==> src/rtl/memory_io_arbiter.sv <==
// memory_io_arbiter: round-robin sharing of the memory_io port between CPU (A) and DMA (B),
// with a response-tag pipeline routing read data back. Optional bus lock: IO_ARB_LOCK_EN.
module memory_io_arbiter #(
   parameter int READ_LATENCY = 2
) (
   input  logic        main_clk,
   input  logic        main_rst_n,
   input  logic        a_req,
   input  logic [31:0] a_addr,
   input  logic [15:0] a_wdata,
   input  logic [1:0]  a_ctrl,
`ifdef IO_ARB_LOCK_EN
   input  logic        a_lock,
`endif
   output logic        a_gnt,
   output logic        a_rvalid,
   output logic [15:0] a_rdata,
   input  logic        b_req,
   input  logic [31:0] b_addr,
   input  logic [15:0] b_wdata,
   input  logic [1:0]  b_ctrl,
`ifdef IO_ARB_LOCK_EN
   input  logic        b_lock,
`endif
   output logic        b_gnt,
   output logic        b_rvalid,
   output logic [15:0] b_rdata,
   output logic [31:0] address_io,
   output logic [15:0] data_in_io,
   output logic [1:0]  control_io,
   input  logic [15:0] data_out_io,
   output logic        busy
);

   logic        a_pick;
   logic        b_pick;
   logic        a_allow;
   logic        b_allow;
   logic        any_gnt;
   logic        gnt_is_read;
   logic [31:0] gnt_addr;
   logic [15:0] gnt_wdata;
   logic [1:0]  gnt_ctrl;

   // last_b_reg = 1 means B was granted most recently, so A wins the next tie
   logic        last_b_reg;
   logic        issue_reg;
   logic [31:0] address_reg;
   logic [15:0] data_in_reg;
   logic [1:0]  control_reg;

   logic        tag_valid_reg [READ_LATENCY+1];
   logic        tag_id_reg    [READ_LATENCY+1];
   logic        tag_any;

`ifdef IO_ARB_LOCK_EN
   typedef enum logic [1:0] {LOCK_NONE, LOCK_A, LOCK_B} lock_state_t;
   lock_state_t lock_state_reg;
   lock_state_t lock_state_next;
`endif

   always_comb begin
      a_pick  = 1'b0;
      b_pick  = 1'b0;
      a_allow = 1'b1;
      b_allow = 1'b1;
`ifdef IO_ARB_LOCK_EN
      lock_state_next = lock_state_reg;
      // owner keeps the bus while it requests or still asserts lock; idle with lock=0 releases
      case (lock_state_reg)
         LOCK_A: begin
            if (a_req || a_lock) b_allow = 1'b0;
            else                 lock_state_next = LOCK_NONE;
         end
         LOCK_B: begin
            if (b_req || b_lock) a_allow = 1'b0;
            else                 lock_state_next = LOCK_NONE;
         end
         default: ;
      endcase
`endif
      if (a_req && a_allow && b_req && b_allow) begin
         if (last_b_reg) a_pick = 1'b1;
         else            b_pick = 1'b1;
      end else if (a_req && a_allow) begin
         a_pick = 1'b1;
      end else if (b_req && b_allow) begin
         b_pick = 1'b1;
      end
      // grants are combinational, so hold them low while reset is asserted
      if (!main_rst_n) begin
         a_pick = 1'b0;
         b_pick = 1'b0;
      end
`ifdef IO_ARB_LOCK_EN
      if (a_pick)      lock_state_next = a_lock ? LOCK_A : LOCK_NONE;
      else if (b_pick) lock_state_next = b_lock ? LOCK_B : LOCK_NONE;
`endif
   end

`ifdef IO_ARB_LOCK_EN
   always_ff @(posedge main_clk or negedge main_rst_n) begin
      if (!main_rst_n) lock_state_reg <= LOCK_NONE;
      else             lock_state_reg <= lock_state_next;
   end
`endif

   assign any_gnt     = a_pick | b_pick;
   assign gnt_addr    = a_pick ? a_addr  : b_addr;
   assign gnt_wdata   = a_pick ? a_wdata : b_wdata;
   assign gnt_ctrl    = a_pick ? a_ctrl  : b_ctrl;
   assign gnt_is_read = any_gnt & ~gnt_ctrl[1];

   always_ff @(posedge main_clk or negedge main_rst_n) begin
      if (!main_rst_n) begin
         last_b_reg  <= 1'b1;
         issue_reg   <= 1'b0;
         address_reg <= '0;
         data_in_reg <= '0;
         control_reg <= '0;
      end else begin
         issue_reg <= any_gnt;
         if (any_gnt) begin
            last_b_reg  <= b_pick;
            address_reg <= gnt_addr;
            data_in_reg <= gnt_wdata;
            control_reg <= gnt_ctrl;
         end else begin
            // idle cycle degenerates into a harmless read at the held address
            control_reg <= 2'b00;
         end
      end
   end

   always_ff @(posedge main_clk or negedge main_rst_n) begin
      if (!main_rst_n) begin
         tag_valid_reg[0] <= 1'b0;
         tag_id_reg[0]    <= 1'b0;
      end else begin
         tag_valid_reg[0] <= gnt_is_read;
         tag_id_reg[0]    <= b_pick;
      end
   end

   genvar gi;
   generate
      for (gi = 1; gi <= READ_LATENCY; gi++) begin : g_tag
         always_ff @(posedge main_clk or negedge main_rst_n) begin
            if (!main_rst_n) begin
               tag_valid_reg[gi] <= 1'b0;
               tag_id_reg[gi]    <= 1'b0;
            end else begin
               tag_valid_reg[gi] <= tag_valid_reg[gi-1];
               tag_id_reg[gi]    <= tag_id_reg[gi-1];
            end
         end
      end
   endgenerate

   always_comb begin
      tag_any = 1'b0;
      for (int i = 0; i <= READ_LATENCY; i++) tag_any = tag_any | tag_valid_reg[i];
   end

   // the last tag stage lines up with data_out_io for the access issued READ_LATENCY cycles ago
   assign a_rvalid = tag_valid_reg[READ_LATENCY] & ~tag_id_reg[READ_LATENCY];
   assign b_rvalid = tag_valid_reg[READ_LATENCY] &  tag_id_reg[READ_LATENCY];
   assign a_rdata  = a_rvalid ? data_out_io : 16'h0000;
   assign b_rdata  = b_rvalid ? data_out_io : 16'h0000;

   assign a_gnt      = a_pick;
   assign b_gnt      = b_pick;
   assign address_io = address_reg;
   assign data_in_io = data_in_reg;
   assign control_io = control_reg;
   assign busy       = any_gnt | issue_reg | tag_any;

endmodule

==> config.mk <==
export PLATFORM = sky130hd
export DESIGN_NAME = memory_io_arbiter
export DESIGN_NICKNAME = d
export VERILOG_FILES = /design/src/rtl/memory_io_arbiter.sv
export SDC_FILE = /design/constraint.sdc
export NUM_CORES = 1
export LEC_CHECK = 0
export CAP_MARGIN = 20
export CORE_AREA = 2 2 101 103
export CTS_CLUSTER_DIAMETER = 40
export DETAILED_ROUTE_END_ITERATION = 10
export DIE_AREA = 0 0 103 105
export PLACE_DENSITY = 0.89
export SYNTH_ARGS = -nofsm -noshare
export SYNTH_HDL_FRONTEND = slang
export SYNTH_SLANG_ARGS = --single-unit
==> constraint.sdc <==
create_clock -name main_clk -period 1.5 [get_ports main_clk]
set_clock_uncertainty 0.1 [all_clocks]
set_input_delay 0.3 -clock main_clk [delete_from_list [all_inputs] [get_ports main_clk]]
set_output_delay 0.3 -clock main_clk [all_outputs]
set_load 0.05 [all_outputs]
==> qor.yml, run 1 <==
cts_max_level: 3
async_flop_share_pct: 100
grt_pass1_wl_mm: 18.7
cellLeakagePower_nw: 2.93
timing.rr.start: "last_b_reg"
vias: 3676
synthCells: 336
core_mm2: 0.00964
critPathArrivalTime_ps: 1410
io_pins: 207
fin_area_mm2: 0.00719
fmax_mhz: 553
antenna_left: 0
yosys_warnings: 0
initial_core_util_pct: 32.7
hold_viol_final: 0
pwr-share-comb_pct: 46.3
die_h_um: 105
critPathLaunchType: "register"
path_class: "register to output pin"
min_period_ps: 1810
numCtsBuffers: 9
crit_required_ps: 1100
synthDistinctLibCells: 21
clockRootBuffer: "clkbuf_8"
portBuffers: 206
p_total_w: 0.00658
vdd_ir_drop_max_mv: 0.548
ys_seq_elements: 58
grt_usage_pct: 22.5
largest_reg_flops: 32
cts.clk_slew.worst_paths_ps: 80
power.internal_w: 0.00426
rsz0062_at_grt: "true"
synthMostInstantiatedCell: "dfrtp_1"
rr_worst_depth: 5
multi_input_area_mm2: 0.00170
cts_buffer_depth: 2
p_clk_share_pct: 23.3
synth-edff-count: 0
wl_per_cell_um: 20.2
switching_power_w: 0.00232
power_per_cell_area_mw_per_mm2: 916
num_rows: 36
die_area_mm2: 0.0108
finalCritPeriodShare_pct: 121
grt_pass1_vias: 3725
synth_commonest_cells: "dfrtp_1, o21ai_0, or3b_1"
setup_slack_ps: -309
cts_sinks: 58
clock_latency_ps: 320
synth_nets: 456
r2r_end: "address_io[3]"
grt_overflow: 0
ys_seq_area_share_pct: 46.1
cts_tree: "yes"
synth_top_cell_by_area: "dfrtp_1"
area_delta_synth_final_pct: 128
drt_first_pass_iters: 6
maxCapViolations: 0
gp_congestion: 0.808
syn_area_per_cell_um2: 9.37
nets: 685
rrSetupSlack_ps: -220
tightest_slew_ps: 404
violations: "setup timing"
fp.dieW_um: 103
drv_slew: 0
place_area_mm2: 0.00625
yosysTopAreaCellShare_pct: 45.3
end_kind: "output pin"
status: "finished, violations left"
endpoint: "a_rdata[13]"
crit_fanout: 12
n_fill_cell: 599
vias_per_cell: 5.22
sequentialPowerShare_pct: 30.4
sw_frac_of_total_pct: 35.2
netlist_top_cells_area: "dfrtp_1, or3b_1, a31oi_1"
seqCellArea_mm2: 0.00146
hpwl_mm: 8.67
drtIter0Drc: 117
utilization_pct: 74.5
totalWireLength_mm: 14.2
drc_errors: 0
slew_headroom_pct: 73.1
grt_max_degree: 55
worstHoldPathType: "primary input to asynchronous set/reset pin"
syn_area_mm2: 0.00315
ys.flop_type: "dfrtp_1"
drive_above_1_share_pct: 35.4
antenna_found_initial: 1
startpoint: "tag_valid_reg[0]"
finalSetupViolCount: 88
power groups by stage:
stage | sequential, W | clock, W | combinational [W]
2_1_floorplan | 0.00256 | 0 | 0.000591
3_3_place_gp | 0.00200 | 0 | 0.00260
3_5_place_dp | 0.00202 | 0 | 0.00265
4_1_cts | 0.00199 | 0.00156 | 0.00280
5_1_grt | 0.00202 | 0.00164 | 0.00316
6_report | 0.00200 | 0.00153 | 0.00305
per-stage QoR:
stage	hold WS, ps	setup WS, ps	std cells	TNS [ps]
detailed placement	162	-368	657	-17820
global route	89.9	-359	704	-19650
CTS	57.9	-253	685	-15510
finish	95.7	-309	704	-16150
global placement	156	-341	657	-15260
floorplan	-95.6	-24.5	336	-896
worst max-delay path, cell delays in order, from the launching register on:
cell and delay [ps]:
dfrtp_2 420, nor2b_4 210, buf_12 150, and2_4 170, buf_12 130
worst min path at each step:
stage               startpoint              to  slack, ps  depth (start not counted)
floorplan           main_rst_n   address_io[0]       -100                          0
global placement    main_rst_n  address_io[13]        160                          2
detailed placement  main_rst_n  address_io[13]        160                          2
CTS                 main_rst_n   address_io[3]         60                          3
global route        main_rst_n   address_io[3]         90                          3
finish              main_rst_n   address_io[5]        100                          3
final cells by class:
class                           instances  area share, %
Clock inverter                          2          0.488
Antenna cell                            1         0.0348
Inverter                                1         0.0522
Clock buffer                           14           2.40
Sequential cell                        58           20.3
Timing Repair Buffer                  253           50.8
Tap cell                              133           2.32
Multi-Input combinational cell        242           23.6
layout by cell type (no fill, tap or decap), types with 2 or more instances in the layout:
| cell type | synthesis | layout |
|---|---|---|
| clkbuf_8 | 4 | 12 |
| and2_4 | 0 | 17 |
| buf_4 | 0 | 13 |
| dfrtp_2 | 0 | 2 |
| clkbuf_16 | 0 | 7 |
| a31oi_4 | 0 | 2 |
| buf_6 | 8 | 8 |
| bufbuf_16 | 0 | 2 |
| dlygate4sd2_1 | 0 | 2 |
| buf_2 | 3 | 3 |
| dfrtp_1 | 57 | 55 |
| a21oi_2 | 0 | 2 |
| o21ai_1 | 0 | 5 |
| clkbuf_1 | 20 | 2 |
| o21ai_4 | 0 | 2 |
| and3_4 | 0 | 16 |
| buf_12 | 0 | 97 |
| nor2b_4 | 1 | 2 |
| nor2_1 | 49 | 48 |
| or3b_1 | 50 | 45 |
| o21ai_0 | 50 | 44 |
| buf_16 | 0 | 2 |
| clkdlybuf4s50_1 | 0 | 116 |
| dlygate4sd3_1 | 0 | 2 |
| or3b_4 | 0 | 5 |
| a31oi_1 | 48 | 46 |
routing by layer:
layer	track usage, %	up-vias	wire length (um)
li1	-	1677	-
met3	7.83	38	1250
met5	0	-	0
met4	8.83	0	477
met1	21.7	1759	4790
met2	42.2	202	7670
logic make-up after synthesis:
family	synth area share (%)
buf+inv	7.59
flops	46.1
simple gates	27.8
compound gates	18.5
what timing repair did:
action | CTS | global route
hold endpoints to repair | 34 | 0
hold buffers | 2 | 0
resized for setup | 32 | 39
cloned | 4 | 12
pin swaps | 16 | 69
setup buffers | 6 | 6
endpoints found under the setup margin | 78 | 88
Power figures use the tool's default switching activity.
==> run 2, diff against run 1 <==
--- a/config.mk
+++ b/config.mk
@@ -10,7 +10,7 @@
 export CTS_CLUSTER_DIAMETER = 40
 export DETAILED_ROUTE_END_ITERATION = 10
 export DIE_AREA = 0 0 103 105
-export PLACE_DENSITY = 0.89
+export PLACE_DENSITY = 0.77
 export SYNTH_ARGS = -nofsm -noshare
 export SYNTH_HDL_FRONTEND = slang
 export SYNTH_SLANG_ARGS = --single-unit
==> run 2 against run 1 <==
Compared with the run above: the run still ends with setup timing left; worst setup slack improved by 51 ps; combinational power barely moved; clock power fell by 8%; maximum frequency rose by 2.9%; total power fell by 2.4%; wire length fell by 9.7%; global-route usage rose by 0.99 points; via count fell by 1.5%; count of clock-buffer cells in the layout fell by 3; critical path type is now register to register; largest power group unchanged; highest routed layer unchanged.
==> qor.yml, run 2 (synthesis results as in run 1) <==
status: "finished, violations left"
violations: "setup timing"
drv_slew: 0  # unchanged
slew_headroom_pct: 71.9  # -1.2 points
critPathTopFamily: "flip-flops"
critPathBufInv: 3  # +1
cts.clk_slew.worst_paths_ps: 70  # about the same
path_cells: "nor2b_4 > buf_8 > buf_12 > buf_16 > or3b_1 > a31oi_1"
drt_first_pass_iters: 4  # -2
final_common_cell: "clkdlybuf4s50_1"
vias: 3621  # -1.5%
worstHoldPathType: "primary input to asynchronous set/reset pin"
finalSetupViolCount: 84  # -4.5%
cts_sinks: 58  # unchanged
diodes: 0  # -1
portBuffers: 206  # unchanged
wl_per_cell_um: 18.3  # -9.3%
setup_tns_ps: -14150  # +2000 ps
grt_max_degree: 53  # -3.6%
hpwl_mm: 8.27  # -4.6%
min_period_ps: 1760  # -51.1 ps
place_inst: 656  # -0.15%
r2r_end: "address_io[22]"
final_cell_mix: "clkdlybuf4s50_1, buf_12, dfrtp_1, nor2_1"
cts_max_level: 3  # unchanged
fmax_mhz: 569  # +2.9%
fp.dieW_um: 103  # unchanged
numCtsBuffers: 9  # unchanged
critPathLaunchType: "register"
hold_viol_final: 0  # unchanged
crit_required_ps: 1650  # +550 ps
cp.depth: 6  # +2
die_area_mm2: 0.0108  # unchanged
totalWireLength_mm: 12.8  # -9.7%
area_delta_synth_final_pct: 125
gp_congestion: 0.747  # -7.6%
slowest_stage: "dfstp_2"
timing.rr.start: "last_b_reg"
sw_frac_of_total_pct: 36.0  # +0.77 points
grt_overflow: 0  # unchanged
rsz0062_at_grt: "true"
setup_slack_ps: -258  # +51.1 ps
maxCapViolations: 0  # unchanged
die_h_um: 105  # unchanged
dp_slack_ps: -403  # -35.3 ps
largest_reg_flops: 32  # unchanged
vias_per_cell: 5.17  # -1.1%
cellLeakagePower_nw: 2.93  # about the same
place_area_mm2: 0.00626  # about the same
pwr-share-comb_pct: 47.1  # +0.8 points
antenna_left: 0  # unchanged
path_class: "register to register"
core_mm2: 0.00964  # unchanged
tightest_slew_ps: 422  # +18.5 ps
sequentialPowerShare_pct: 31.0  # +0.6 points
drtIter0Drc: 132  # +13%
power.internal_w: 0.00411  # -3.6%
nets: 683  # -0.29%
io_pins: 207  # unchanged
crit_fanout: 6  # -6
p_clk_share_pct: 22.0  # -1.3 points
clock_latency_ps: 330  # about the same
final_cells: 701  # -0.43%
clockRootBuffer: "clkbuf_8"
switching_power_w: 0.00231  # -0.30%
drive_above_1_share_pct: 34.9  # -0.58 points
startpoint: "last_b_reg"
initial_core_util_pct: 32.7  # unchanged
grt_pass1_vias: 3816  # +2.4%
rr_worst_depth: 6  # +1
grt_usage_pct: 23.5  # +0.99 points
vdd_ir_drop_max_mv: 0.468  # -15%
fin_area_mm2: 0.00707  # -1.6%
critPathMaxStageDelay_ps: 560  # +140 ps
end_kind: "register"
power_per_cell_area_mw_per_mm2: 909  # -0.82%
critPathArrivalTime_ps: 1910  # +500 ps
grt_pass1_wl_mm: 19.7  # +5.0%
num_rows: 36  # unchanged
drc_errors: 0  # unchanged
utilization_pct: 73.3  # -1.2 points
endpoint: "address_io[22]"
cts_tree: "yes"
cts_buffer_depth: 2  # unchanged
rrSetupSlack_ps: -260  # -40 ps
finalCritPeriodShare_pct: 117  # -3.4 points
antenna_found_initial: 0  # -1
run 2: cell count changes in the layout (fill, tap and decap cells not counted), sizes merged:
cell      change
clkinv        +1
buf           +5
diode         -1
clkbuf        -9
bufbuf        -1
clkinvlp      +2
run 2: final cells by class:
cell class,instances,area (um2)
well taps,133,166
multi-input cells,242,1650
fillers,673,2570
clock buffers,11,131
clock inverters,5,55.1
inverters,1,3.75
repair buffers,251,3610
flip-flops and latches,58,1450
run 2: layer usage:
layer / vias up / part of all wire, % / track usage [%]
met3: 38 / 8.9 / 8.09
met1: 1726 / 35 / 24.8
met4: 0 / 3.7 / 9.68
li1: 1677 / - / -
met2: 180 / 52 / 41.5
met5: - / 0 / 0
run 2: worst min path at each step:
stage | startpoint | endpoint | slack [ps] | cells after the start
3_3_place_gp | main_rst_n | address_io[9] | 160 | 2
4_1_cts | main_rst_n | last_b_reg | 7 | 2
5_1_grt | main_rst_n | last_b_reg | 20 | 2
2_1_floorplan | main_rst_n | address_io[0] | -100 | 0
3_5_place_dp | main_rst_n | address_io[10] | 180 | 2
6_report | main_rst_n | last_b_reg | 30 | 2
run 2: timing repair:
item                                    4_1_cts  5_1_grt
hold buffers                                  2        0
setup buffers                                11       10
endpoints found under the setup margin       74       88
gates resized for setup                      56       39
pin swaps                                    55       48
gates cloned                                 11        1
endpoints found under the hold margin        35        0
run 2: per-stage QoR:
| step | power (W) | hold WS [ps] |
|---|---|---|
| 2_1_floorplan | 0.00315 | -95.6 |
| 3_3_place_gp | 0.00461 | 162 |
| 3_5_place_dp | 0.00467 | 177 |
| 4_1_cts | 0.00639 | 6.84 |
| 5_1_grt | 0.00667 | 22.5 |
| 6_report | 0.00642 | 26.6 |
run 2: power by group through the flow:
| stage | sequential [W] | combinational, W | clock [W] |
|---|---|---|---|
| 2_1_floorplan | 0.00256 | 0.000591 | 0 |
| 4_1_cts | 0.00199 | 0.00297 | 0.00143 |
| 3_3_place_gp | 0.00200 | 0.00261 | 0 |
| 6_report | 0.00199 | 0.00302 | 0.00141 |
| 5_1_grt | 0.00202 | 0.00315 | 0.00151 |
| 3_5_place_dp | 0.00201 | 0.00265 | 0 |
==> run 3, diff against run 2 <==
--- a/config.mk
+++ b/config.mk
@@ -6,11 +6,11 @@
 export NUM_CORES = 1
 export LEC_CHECK = 0
 export CAP_MARGIN = 20
-export CORE_AREA = 2 2 101 103
+export CORE_AREA = 2 2 97 99
 export CTS_CLUSTER_DIAMETER = 40
 export DETAILED_ROUTE_END_ITERATION = 10
-export DIE_AREA = 0 0 103 105
-export PLACE_DENSITY = 0.77
+export DIE_AREA = 0 0 99 101
+export PLACE_DENSITY = 0.79
 export SYNTH_ARGS = -nofsm -noshare
 export SYNTH_HDL_FRONTEND = slang
 export SYNTH_SLANG_ARGS = --single-unit
==> constraint.sdc (replaced) <==
create_clock -name main_clk -period 1.8 [get_ports main_clk]
set_clock_uncertainty 0.1 [all_clocks]
set_input_delay 0.36 -clock main_clk [delete_from_list [all_inputs] [get_ports main_clk]]
set_output_delay 0.36 -clock main_clk [all_outputs]
set_load 0.05 [all_outputs]
==> run 3 against run 2 <==
Compared with the run above: the run still ends with setup timing left; hold slack improved by 14 ps; clock power about the same; utilization decreased by 4.8 points; largest cell class unchanged; worst setup slack improved by 230 ps; combinational power decreased by 36%; final cell count fell by 5.3%; critical endpoint is now a_rdata[6]; die area decreased by 7.5%.
==> qor.yml, run 3 (synthesis results as in run 1) <==
end_kind: "output pin"
antenna_left: 0  # unchanged
timing.rr.start: "last_b_reg"
clockRootBuffer: "clkbuf_8"
vdd_ir_drop_max_mv: 0.453  # -3.3%
fin_area_mm2: 0.00616  # -13%
initial_core_util_pct: 35.1  # +2.4 points
cellLeakagePower_nw: 2.54  # -14%
tightest_slew_ps: 451  # +28.9 ps
crit_fanout: 17  # +11
violations: "setup timing"
min_period_ps: 1830
vias: 3457  # -4.5%
drc_errors: 0  # unchanged
crit_required_ps: 1340  # -310 ps
gp_congestion: 0.910  # +22%
slowest_stage: "dfrtp_1"
fmax_mhz: 547
clock_latency_ps: 330  # about the same
rsz0062_at_grt: "true"
final_cell_mix: "clkdlybuf4s50_1, buf_4, dfrtp_1, o21ai_0, or3b_1"
grt_overflow: 0  # unchanged
largest_reg_flops: 32  # unchanged
numCtsBuffers: 9  # unchanged
rr_worst_depth: 5  # -1
cts_sinks: 58  # unchanged
maxCapViolations: 0  # unchanged
worstHoldPathType: "primary input to asynchronous set/reset pin"
critPathArrivalTime_ps: 1370  # -540 ps
cts.clk_slew.worst_paths_ps: 70  # about the same
finalCritPeriodShare_pct: 102
r2r_end: "data_in_io[1]"
finalSetupViolCount: 16  # -81%
setup_slack_ps: -27.8  # +231 ps
grt_pass1_wl_mm: 16.6  # -15%
cts_hold_buf: 0  # -2
core_mm2: 0.00898  # -6.9%
cts_tree: "yes"
critPathLaunchType: "register"
setup_tns_ps: -180  # +13970 ps
antenna_found_initial: 1  # +1
critPathTopFamily: "flip-flops"
drtIter0Drc: 164  # +24%
cts_buffer_depth: 2  # unchanged
hpwl_mm: 7.87  # -4.8%
path_cells: "nor2b_4 > buf_12 > and2_4 > buf_12"
portBuffers: 206  # unchanged
status: "finished, violations left"
slew_headroom_pct: 69.9  # -1.9 points
nets: 667  # -2.3%
grt_usage_pct: 21.2  # -2.2 points
totalWireLength_mm: 11.4  # -11%
hold_viol_final: 0  # unchanged
drv_slew: 0  # unchanged
area_delta_synth_final_pct: 95.6
power_per_cell_area_mw_per_mm2: 797  # -12%
critPathBufInv: 2  # -1
num_rows: 35  # -2.8%
path_class: "register to output pin"
io_pins: 207  # unchanged
critPathMaxStageDelay_ps: 400  # -160 ps
grt_pass1_vias: 3234  # -15%
die_h_um: 101  # -3.8%
grt_max_degree: 51  # -3.8%
cpMostUsedCell: "buf_12"
place_area_mm2: 0.00556  # -11%
rrSetupSlack_ps: 50  # +310 ps
vias_per_cell: 5.21  # +0.79%
drt_first_pass_iters: 4  # unchanged
final_common_cell: "clkdlybuf4s50_1"
drive_above_1_share_pct: 32.1  # -2.8 points
die_area_mm2: 0.0100  # -7.5%
cts_max_level: 3  # unchanged
wl_per_cell_um: 17.2  # -6.0%
fp.dieW_um: 99  # -3.9%
## run 3: changes by cell type in the layout (fill, tap and decap cells not counted), moves of 3 or more
cell / before / now
and3_1: 16 / 1
and3_4: 1 / 16
buf_12: 98 / 44
buf_16: 6 / 1
buf_4: 16 / 63
clkbuf_8: 9 / 12
o21ai_0: 19 / 50
o21ai_1: 11 / 0
o21ai_2: 20 / 0
## run 3: worst max-delay path by stage
stage                     start           to  slack [ps]  cells past startpoint
6_report       tag_valid_reg[0]   a_rdata[6]         -30                      4
3_3_place_gp              b_req        a_gnt        -170                      5
2_1_floorplan  tag_valid_reg[0]  a_rdata[10]        0.09                      3
5_1_grt        tag_valid_reg[0]   a_rdata[6]         -90                      4
4_1_cts        tag_valid_reg[0]  a_rdata[14]         -20                      4
3_5_place_dp      tag_id_reg[0]  a_rdata[12]        -210                      3
## run 3: power breakdown
| part | internal [W] | switching [W] | total, W |
|---|---|---|---|
| Clock | 0.000891 | 0.000525 | 0.00142 |
| Sequential | 0.00147 | 0.000103 | 0.00157 |
| Combinational | 0.000810 | 0.00111 | 0.00192 |
| Total | 0.00317 | 0.00173 | 0.00491 |
## run 3: layout make-up
type	instances	area, um2
diodes	1	2.50
clock buffers	12	165
clock inverters	4	72.6
fillers	653	2820
inverters	1	3.75
multi-input cells	242	1630
flip-flops and latches	58	1450
well taps	111	139
repair buffers	235	2690
## run 3: what timing repair did
action,CTS,global route
pin swaps,3,4
setup buffers,9,1
endpoints found under the setup margin,20,54
resized for setup,25,27
cloned,3,1
## run 3: routing by layer
layer | track usage, % | up-vias | part of all wire (%)
li1 | - | 1639 | -
met1 | 26.1 | 1618 | 38
met4 | 9.59 | 0 | 3.3
met3 | 5.62 | 25 | 8.9
met2 | 35.1 | 175 | 49
met5 | 0 | - | 0
## run 3: stage by stage
stage | utilization [%] | hold slack (ps) | worst slack [ps] | std cells | power, W
finish | 68.6 | 41.0 | -27.8 | 664 | 0.00491
global route | 68.6 | 70.0 | -86.7 | 664 | 0.00511
CTS | 67.6 | 38.7 | -21.1 | 661 | 0.00490
detailed placement | 61.9 | 244 | -214 | 633 | 0.00338
global placement | 61.9 | 235 | -167 | 633 | 0.00336
floorplan | - | -35.6 | 0.0908 | 336 | 0.00261
